**config.mk**
```make
export PLATFORM = sky130hd
export DESIGN_NAME = elevator_scheduler
export DESIGN_NICKNAME = d
export VERILOG_FILES = /design/src/rtl/elevator_scheduler.sv
export SDC_FILE = /design/constraint.sdc
export NUM_CORES = 1
export LEC_CHECK = 0
export ABC_AREA = 1
export CORE_UTILIZATION = 35
export CTS_CLUSTER_DIAMETER = 40
export CTS_CLUSTER_SIZE = 40
export DETAILED_ROUTE_END_ITERATION = 12
export PLACE_DENSITY_LB_ADDON = 0.12
export SYNTH_ARGS = -nofsm -noshare
export SYNTH_HDL_FRONTEND = slang
export SYNTH_SLANG_ARGS = --single-unit
```
**constraint.sdc**
```tcl
create_clock -name CLK -period 1.8 [get_ports CLK]
set_input_delay 0.45 -clock CLK [delete_from_list [all_inputs] [get_ports CLK]]
set_output_delay 0.45 -clock CLK [all_outputs]
set_load 0.01 [all_outputs]
```
**src/rtl/elevator_scheduler.sv**
```systemverilog
// elevator_scheduler: three-floor elevator controller with scan (elevator-algorithm) scheduling
module elevator_scheduler #(
    parameter int DOOR_TICKS   = 4,
    parameter int TRAVEL_TICKS = 8
) (
    input  logic       CLK,
    input  logic       RST,
    input  logic       tick,
    input  logic [2:0] interior_panel,
    input  logic [2:0] exterior_panel,
    output logic [1:0] engine,
    output logic [2:0] doors,
    output logic [1:0] current_floor,
    output logic       direction,
    output logic [2:0] requests,
    output logic       busy
);
    typedef enum logic [1:0] {S_IDLE = 2'd0, S_OPEN = 2'd1, S_MOVE = 2'd2} state_t;
    state_t     r_state, w_state_n;
    logic [1:0] r_floor, w_floor_n, w_arr_floor;
    logic       r_dir, w_dir_n;
    logic [2:0] r_req, w_clr;
    logic [3:0] r_door, w_door_n, r_trav, w_trav_n;
    logic [1:0] r_engine;
    logic [2:0] r_doors;
    logic       r_busy;
    logic [2:0] w_press, w_here, w_new, w_pend, w_above, w_below, w_arr_mask;
    logic       w_stay, w_hit_here, w_ahead, w_arr_hit, w_eval;

    assign w_press     = interior_panel | exterior_panel;
    assign w_here      = 3'b001 << r_floor;
    assign w_stay      = r_state != S_MOVE;
    assign w_hit_here  = w_stay && |(w_press & w_here);
    assign w_new       = w_press & ~(w_stay ? w_here : 3'b000);
    assign w_pend      = r_req | w_new;
    assign w_above     = 3'b110 << r_floor;
    assign w_below     = ~(w_above | w_here);
    assign w_ahead     = |(w_pend & (r_dir ? w_above : w_below));
    assign w_arr_floor = r_dir ? r_floor + 2'd1 : r_floor - 2'd1;
    assign w_arr_mask  = 3'b001 << w_arr_floor;
    assign w_arr_hit   = |(w_pend & w_arr_mask) || w_arr_floor == (r_dir ? 2'd2 : 2'd0);

    assign engine        = r_engine;
    assign doors         = r_doors;
    assign current_floor = r_floor;
    assign direction     = r_dir;
    assign requests      = r_req;
    assign busy          = r_busy;

    // Next-state: timers advance on tick; IDLE and door expiry share the scan decision
    always_comb begin
        w_state_n = r_state;
        w_floor_n = r_floor;
        w_dir_n   = r_dir;
        w_door_n  = r_door;
        w_trav_n  = r_trav;
        w_clr     = 3'b000;
        w_eval    = 1'b0;
        if (r_state == S_IDLE) begin
            w_eval = 1'b1;
        end else if (r_state == S_OPEN) begin
            if (w_hit_here) begin
                w_door_n = 4'(DOOR_TICKS);
            end else if (tick) begin
                w_door_n = r_door <= 4'd1 ? 4'd0 : r_door - 4'd1;
                w_eval   = r_door <= 4'd1;
            end
        end else if (tick) begin
            if (r_trav <= 4'd1) begin
                w_floor_n = w_arr_floor;
                w_state_n = w_arr_hit ? S_OPEN : S_MOVE;
                w_door_n  = w_arr_hit ? 4'(DOOR_TICKS) : r_door;
                w_trav_n  = w_arr_hit ? 4'd0 : 4'(TRAVEL_TICKS);
                w_clr     = w_arr_hit ? w_arr_mask : 3'b000;
            end else begin
                w_trav_n = r_trav - 4'd1;
            end
        end
        if (w_eval) begin
            if (w_hit_here || |(w_pend & w_here)) begin
                w_state_n = S_OPEN;
                w_door_n  = 4'(DOOR_TICKS);
                w_clr     = w_here;
            end else if (|w_pend) begin
                w_state_n = S_MOVE;
                w_dir_n   = w_ahead ? r_dir : ~r_dir;
                w_trav_n  = 4'(TRAVEL_TICKS);
            end else begin
                w_state_n = S_IDLE;
            end
        end
    end

    // State, request latch and registered outputs; reset overrides everything
    always_ff @(posedge CLK) begin
        if (RST) begin
            r_state  <= S_IDLE;
            r_floor  <= 2'd0;
            r_dir    <= 1'b1;
            r_req    <= 3'b000;
            r_door   <= 4'd0;
            r_trav   <= 4'd0;
            r_engine <= 2'b00;
            r_doors  <= 3'b000;
            r_busy   <= 1'b0;
        end else begin
            r_state  <= w_state_n;
            r_floor  <= w_floor_n;
            r_dir    <= w_dir_n;
            r_req    <= (r_req | w_new) & ~w_clr;
            r_door   <= w_door_n;
            r_trav   <= w_trav_n;
            r_engine <= w_state_n == S_MOVE ? {1'b1, ~w_dir_n} : 2'b00;
            r_doors  <= w_state_n == S_OPEN ? 3'b001 << w_floor_n : 3'b000;
            r_busy   <= w_state_n != S_IDLE;
        end
    end
endmodule
```
==> key figures <==
Global routing
  – First-pass GRT wire length: 5.72 mm
  – Overflow after GRT: 0
  – GRT Util Overall: 17.8%
  – Largest net degree at the start of global routing: 13
  – Vias in the first global route: 1324
  – Initial antenna violation count: 0

Finish
  – Final net count: 285
  – Fraction of layout cells with a size suffix above 1: 41.0%
  – Inserted Diodes: 0
  – Fin util: 58.8%
  – Synthesis-to-layout area growth: 58.9%

Outcome
  – Status: complete, no violations

CTS
  – CTS sink count: 22
  – H-tree Lvls: 1
  – Clock Tree Buf Depth: 2
  – Clk_lat worst skew: 0.27 ns
  – Hold_buf cts: 0
  – CTS tree: yes
  – Root Buffer: clkbuf_8
  – TritonCTS Buffers: 3
  – CTS clk-pin slew, worst paths: 0.09 ns

Critical path
  – Crit path DAT: 1.31 ns
  – Critical Path RT: 1.35 ns
  – Worst r2r src: r_door[0]$_SDFF_PP0_
  – Critical-path cell list: buf_4 -> clkdlybuf4s50_1
  – Reg2reg end: doors[2]$_SDFF_PP0_
  – Worst path bufs/invs: 2
  – CP Class: register to output port
  – Crit path max-delay family: buffers and inverters
  – Setup crit end kind: output port
  – Startpoint Class: register
  – Worst R2R Setup Slack: 0.05 ns
  – Register-to-Register Path Depth: 12
  – Critical path's largest stage delay: 0.54 ns
  – Critical path's slowest cell: clkdlybuf4s50_1
  – Crit Path Max Fanout: 3

Timing
  – Worst Hold Slack: 0.536 ns
  – Final worst path period share: 97.9%
  – F_max: 567 MHz
  – Final max-slew violation count: 0
  – Rel. slew slack: 78.8%
  – Slew @ Worst Pin: 0.316 ns
  – Max Clock Skew: 0.00583 ns
  – Fin Setup TNS: 0 ns
  – Unrepaired setup endpoints after global routing: yes
  – Endpoints failing hold: 0
  – Worst Setup Slack, final: 0.0377 ns
  – Setup Viol. Count Final: 0
  – Clock period minus final worst setup slack: 1.76 ns

Yosys
  – Synth cell types: 28
  – Mapped cell area: 1370 µm²
  – Top FF cell, synth: dfxtp_1
  – Yosys warning count: 0
  – Synth Area per Inst: 6.51 µm²
  – Number of synthesized flops with an enable pin: 0
  – Synthesized flop and latch total: 22
  – Fraction of registers with async set/reset: 0%
  – Seq/Total Area, Yosys: 32.1%
  – Post-Syn Instances: 211
  – Syn nets: 227

Min path
  – Worst Hold Launch: r_door[0]$_SDFF_PP0_
  – HP Class: register to register
  – Cell count of the worst hold path: 2
  – WHS Endpoint: r_door[0]$_SDFF_PP0_

Floorplanning
  – Ports: 21
  – Initial Util: 37.0%
  – Chip height: 64.7 µm
  – FP Rows: 22
  – Chip Width: 64.7 µm
  – Core area: 3720 µm²
  – Die area: 4180 µm²

Placement
  – I/O Buffers: 20
  – Hpwl dp: 2.56 mm
  – Pre-CTS setup slack: -0.427 ns
  – Final Wtd Congestion: 0.815

Route
  – Antenna Nets Post-Route: 0
  – DRC viols: 0
  – Total iterations of the first detailed-routing run: 4
  – Vias: 1432
  – DRC marker count from the first detailed-route iteration: 60
  – Routed len/inst: 10.8 µm
  – Routed wire length: 3.42 mm
  – Mean number of vias per cell: 4.53

Flow run
  – Max Cap Viol: 0

Power
  – Final Power: 3.06 mW
  – Leakage: 1.05 nW
  – Power Density: 1400 nW/µm²
  – Max IR drop VDD: 0.658 mV
## stage by stage
step                area, µm²  instances
detailed placement       1850        306
floorplan                1380        211
CTS                      2040        312
finish                   2180        316
global placement         1850        306
global route             2180        316
## flip-flops by register name, summed over array words and instances, names as in the netlist
register,cells
current_floor,2
engine,2
r_trav,4
r_door,4
busy,1
requests,3
doors,3
direction,1
r_state,2
## worst max path at each step
| stage | startpoint | endpoint | depth (start not counted) |
|---|---|---|---|
| after floorplan | current_floor[1]$_SDFF_PP0_ | engine[1]$_SDFF_PP0_ | 14 |
| after global placement | exterior_panel[0] | engine[0]$_SDFF_PP0_ | 13 |
| after detailed placement | exterior_panel[0] | engine[0]$_SDFF_PP0_ | 13 |
| after CTS | current_floor[0]$_SDFF_PP0_ | engine[0]$_SDFF_PP0_ | 12 |
| after global routing | r_door[0]$_SDFF_PP0_ | engine[0]$_SDFF_PP0_ | 14 |
| final | current_floor[1]$_SDFF_PP0_ | current_floor[1] | 2 |
## synth_stat cells (all sizes together) (2+ instances only)
cell	n	area (µm²)
o21ai	8	40.0
o22ai	2	12.5
inv	35	131
ha	7	87.6
xor2	3	26.3
a211oi	2	15.0
nor2	35	161
nand2	59	236
nor3	2	10.0
dfxtp	22	440
or2	3	18.8
nand3	13	70.1
a21oi	12	63.8
## logic make-up (layout without fill, tap and decap cells)
family          Yosys count  count (layout)  share of synthesized area [%]
buf+inv                  38              95                           10.6
compound gates           27              27                           11.9
flops                    22              22                           32.1
simple gates            114             114                           37.2
xor+xnor                  3               3                           1.91
fa+ha+maj                 7               7                           6.37
## metal layers
layer  wire length [µm]  vias to the layer above  part of all wire, %  global-route usage (%)
met5                  0                        -                    0                       0
met4                 56                        0                  1.6                    7.50
met3                100                        5                  2.9                    2.82
met2               1640                       22                   48                    27.8
met1               1630                      640                   48                    24.1
li1                   -                      765                    -                       -
## worst register-to-register path: stages (launching register included)
cell	delay [ns]
dfxtp_2	0.34
inv_1	0.09
ha_2	0.20
nor2_1	0.05
nor2_1	0.12
nand3b_1	0.12
nor2_2	0.17
nor2_4	0.07
buf_4	0.17
o21ai_2	0.15
nor2_2	0.06
nand2_1	0.08
nor2_1	0.05
## placed cells by master, fill, tap and decap left out, drive strengths merged, types with 2 or more instances in the layout
cell and count:
nor3 2, o22ai 2, or2 3, nor2 35, clkdlybuf4s50 14, a211oi 2
clkbuf 4, nand3 13, xor2 3, buf 35, o21ai 8, inv 36
dlygate4sd2 5, a21oi 12, nand2 59, ha 7, dfxtp 22
## layout make-up
cell class	count	area, µm²
fill	361	1530
multi-input combinational	151	1010
timing repair buffer	55	470
sequential	22	448
inverter	36	138
tap	48	60.1
clock buffer	4	55.1
## power by group
part	switching (mW)	total (mW)	internal, mW
clock	0.173	0.369	0.196
combinational	1.10	2.01	0.910
sequential	0.0693	0.680	0.611
total	1.34	3.06	1.72
## what timing repair did
item / CTS / global route
setup buffers: 2 / 4
setup endpoints to repair: 19 / 17
hold endpoints to repair: 0 / 0
gates resized for setup: 41 / 36
pin swaps: 22 / 29
(Power assumes the default switching activity.)
==> patch (same flow settings) <==
Register the inputs `tick`, `interior_panel` and `exterior_panel` before use, cleared by the reset. The logic sees them one clock later.
--- a/src/rtl/elevator_scheduler.sv
+++ b/src/rtl/elevator_scheduler.sv
@@ -17,4 +17,21 @@
 );
     typedef enum logic [1:0] {S_IDLE = 2'd0, S_OPEN = 2'd1, S_MOVE = 2'd2} state_t;
+
+    logic tick_q;
+    logic [2:0] interior_panel_q;
+    logic [2:0] exterior_panel_q;
+
+    always_ff @(posedge CLK) begin
+        if (RST) begin
+            tick_q           <= '0;
+            interior_panel_q <= '0;
+            exterior_panel_q <= '0;
+        end else begin
+            tick_q           <= tick;
+            interior_panel_q <= interior_panel;
+            exterior_panel_q <= exterior_panel;
+        end
+    end
+
     state_t     r_state, w_state_n;
     logic [1:0] r_floor, w_floor_n, w_arr_floor;
@@ -28,5 +45,5 @@
     logic       w_stay, w_hit_here, w_ahead, w_arr_hit, w_eval;
 
-    assign w_press     = interior_panel | exterior_panel;
+    assign w_press     = interior_panel_q | exterior_panel_q;
     assign w_here      = 3'b001 << r_floor;
     assign w_stay      = r_state != S_MOVE;
@@ -62,9 +79,9 @@
             if (w_hit_here) begin
                 w_door_n = 4'(DOOR_TICKS);
-            end else if (tick) begin
+            end else if (tick_q) begin
                 w_door_n = r_door <= 4'd1 ? 4'd0 : r_door - 4'd1;
                 w_eval   = r_door <= 4'd1;
             end
-        end else if (tick) begin
+        end else if (tick_q) begin
             if (r_trav <= 4'd1) begin
                 w_floor_n = w_arr_floor;
Function: changed (Yosys sat finds a counterexample within 4 cycles, from zero or initial values and one cycle with RST high).
==> patch against the unedited design <==
Wire length grew 10%. Cell count increased by 6.3%. Sequential cell count grew 7. Total power down 1.6%. Final area grew 1.5%. Synthesized area is 14% higher. Clock skew barely moved. Worst setup slack improved by 0.030 ns. Critical path type is now reg -> reg. Critical endpoint is now doors[0]. Largest power group unchanged.
==> patch: results <==
# TYPE chip_impl_metric gauge
chip_impl_info{name="min_from",value="direction"} 1
chip_impl_metric{name="dr_total_vias",unit=""} 1554
chip_impl_info{name="path_class",value="reg -> reg"} 1
chip_impl_metric{name="dpl_cell_area",unit="um^2"} 1993
chip_impl_metric{name="dp_hpwl",unit="mm"} 2.772
chip_impl_info{name="run_status",value="completed"} 1
chip_impl_metric{name="yosys.cell_types.count",unit=""} 31
chip_impl_metric{name="detailedPlace.worstSlack",unit="ns"} -0.1035
chip_impl_metric{name="fillers",unit=""} 434
chip_impl_info{name="netlist_top_cells_area",value="sky130_fd_sc_hd__dfxtp_1 37%, sky130_fd_sc_hd__nand2_1 12%, sky130_fd_sc_hd__inv_1 9.8%, sky130_fd_sc_hd__nor2_1 9.1%, sky130_fd_sc_hd__ha_1 5.6%"} 1
chip_impl_metric{name="cts_made_buffers",unit=""} 5
chip_impl_metric{name="critical_path_arrival",unit="ns"} 1.93
chip_impl_metric{name="synth.yosys.seq_area_share",unit="%"} 36.94
chip_impl_metric{name="grt.total_usage",unit="%"} 16.59
chip_impl_metric{name="globalplace.congestion",unit=""} 0.8104
chip_impl_metric{name="groute.layer.met1.usage",unit="%"} 21.16
chip_impl_metric{name="worst-path-max-fanout",unit=""} 4
chip_impl_metric{name="detailed_route_iter0_violations",unit=""} 90
chip_impl_metric{name="yosys.area_share.xor_xnor",unit="%"} 1.115
chip_impl_info{name="timing.critical_path.slowest_stage_cell",value="sky130_fd_sc_hd__dfxtp_2"} 1
chip_impl_metric{name="synth_compound_area_share",unit="%"} 12.50
chip_impl_metric{name="drive_gt1_share",unit="%"} 26.76
chip_impl_metric{name="relSlewSlack",unit="%"} 77.38
chip_impl_metric{name="clock-skew-final",unit="ns"} 0.005910
chip_impl_metric{name="htreeDepth",unit=""} 2
chip_impl_metric{name="worst_path_largest_cell_delay",unit="ns"} 0.36
==> patch: area by class of cell <==
type                    count  area [um^2]  area share, %
well taps                  52        65.06          2.935
clock buffers               5        68.82          3.104
multi-input cells         157        914.6          41.25
repair buffers             45        394.1          17.78
inverters                  45        170.2          7.675
flip-flops and latches     29        586.8          26.47
clock inverters             3        17.52         0.7901
==> patch: power by group through the flow <==
stage	combinational (mW)	sequential [mW]	clock, mW
2_1_floorplan	0.861	0.884	0
3_3_place_gp	1.45	0.861	0
3_5_place_dp	1.44	0.856	0
4_1_cts	1.48	0.842	0.544
5_1_grt	1.80	0.869	0.584
6_report	1.63	0.851	0.528
==> patch: path summary, 6_finish.rpt <==
path	endpoint	slack [ns]	cells after the start
worst max register to register	doors[0]	0.07	12
worst min-delay path	direction	0.55	2
worst min register to register	direction	0.55	2
worst max-delay path	doors[0]	0.07	12
==> patch: worst max-delay path, delay by kind of cell (launching register included) <==
kind / cells / cell delay (ns)
adder cells (fa/ha/maj): 1 / 0.18
buffers and inverters: 3 / 0.24
flip-flops: 1 / 0.36
AND/OR/NAND/NOR: 7 / 0.79
AO/OA/AOI/OAI: 1 / 0.07
==> patch: what timing repair did <==
action / CTS / global route
gates resized for setup: 4 / 30
endpoints found under the setup margin: 12 / 19
buffers inserted: 2 / 2
pin swaps: 1 / 8
==> patch: metrics by stage <==
step           TNS [ns]  hold WS [ns]  power, mW
2_1_floorplan         0        0.5071      1.745
3_3_place_gp    -0.1041        0.5118      2.314
3_5_place_dp    -0.3006        0.5059      2.294
4_1_cts               0        0.5284      2.861
5_1_grt         -0.2241        0.5859      3.254
6_report              0        0.5527      3.006
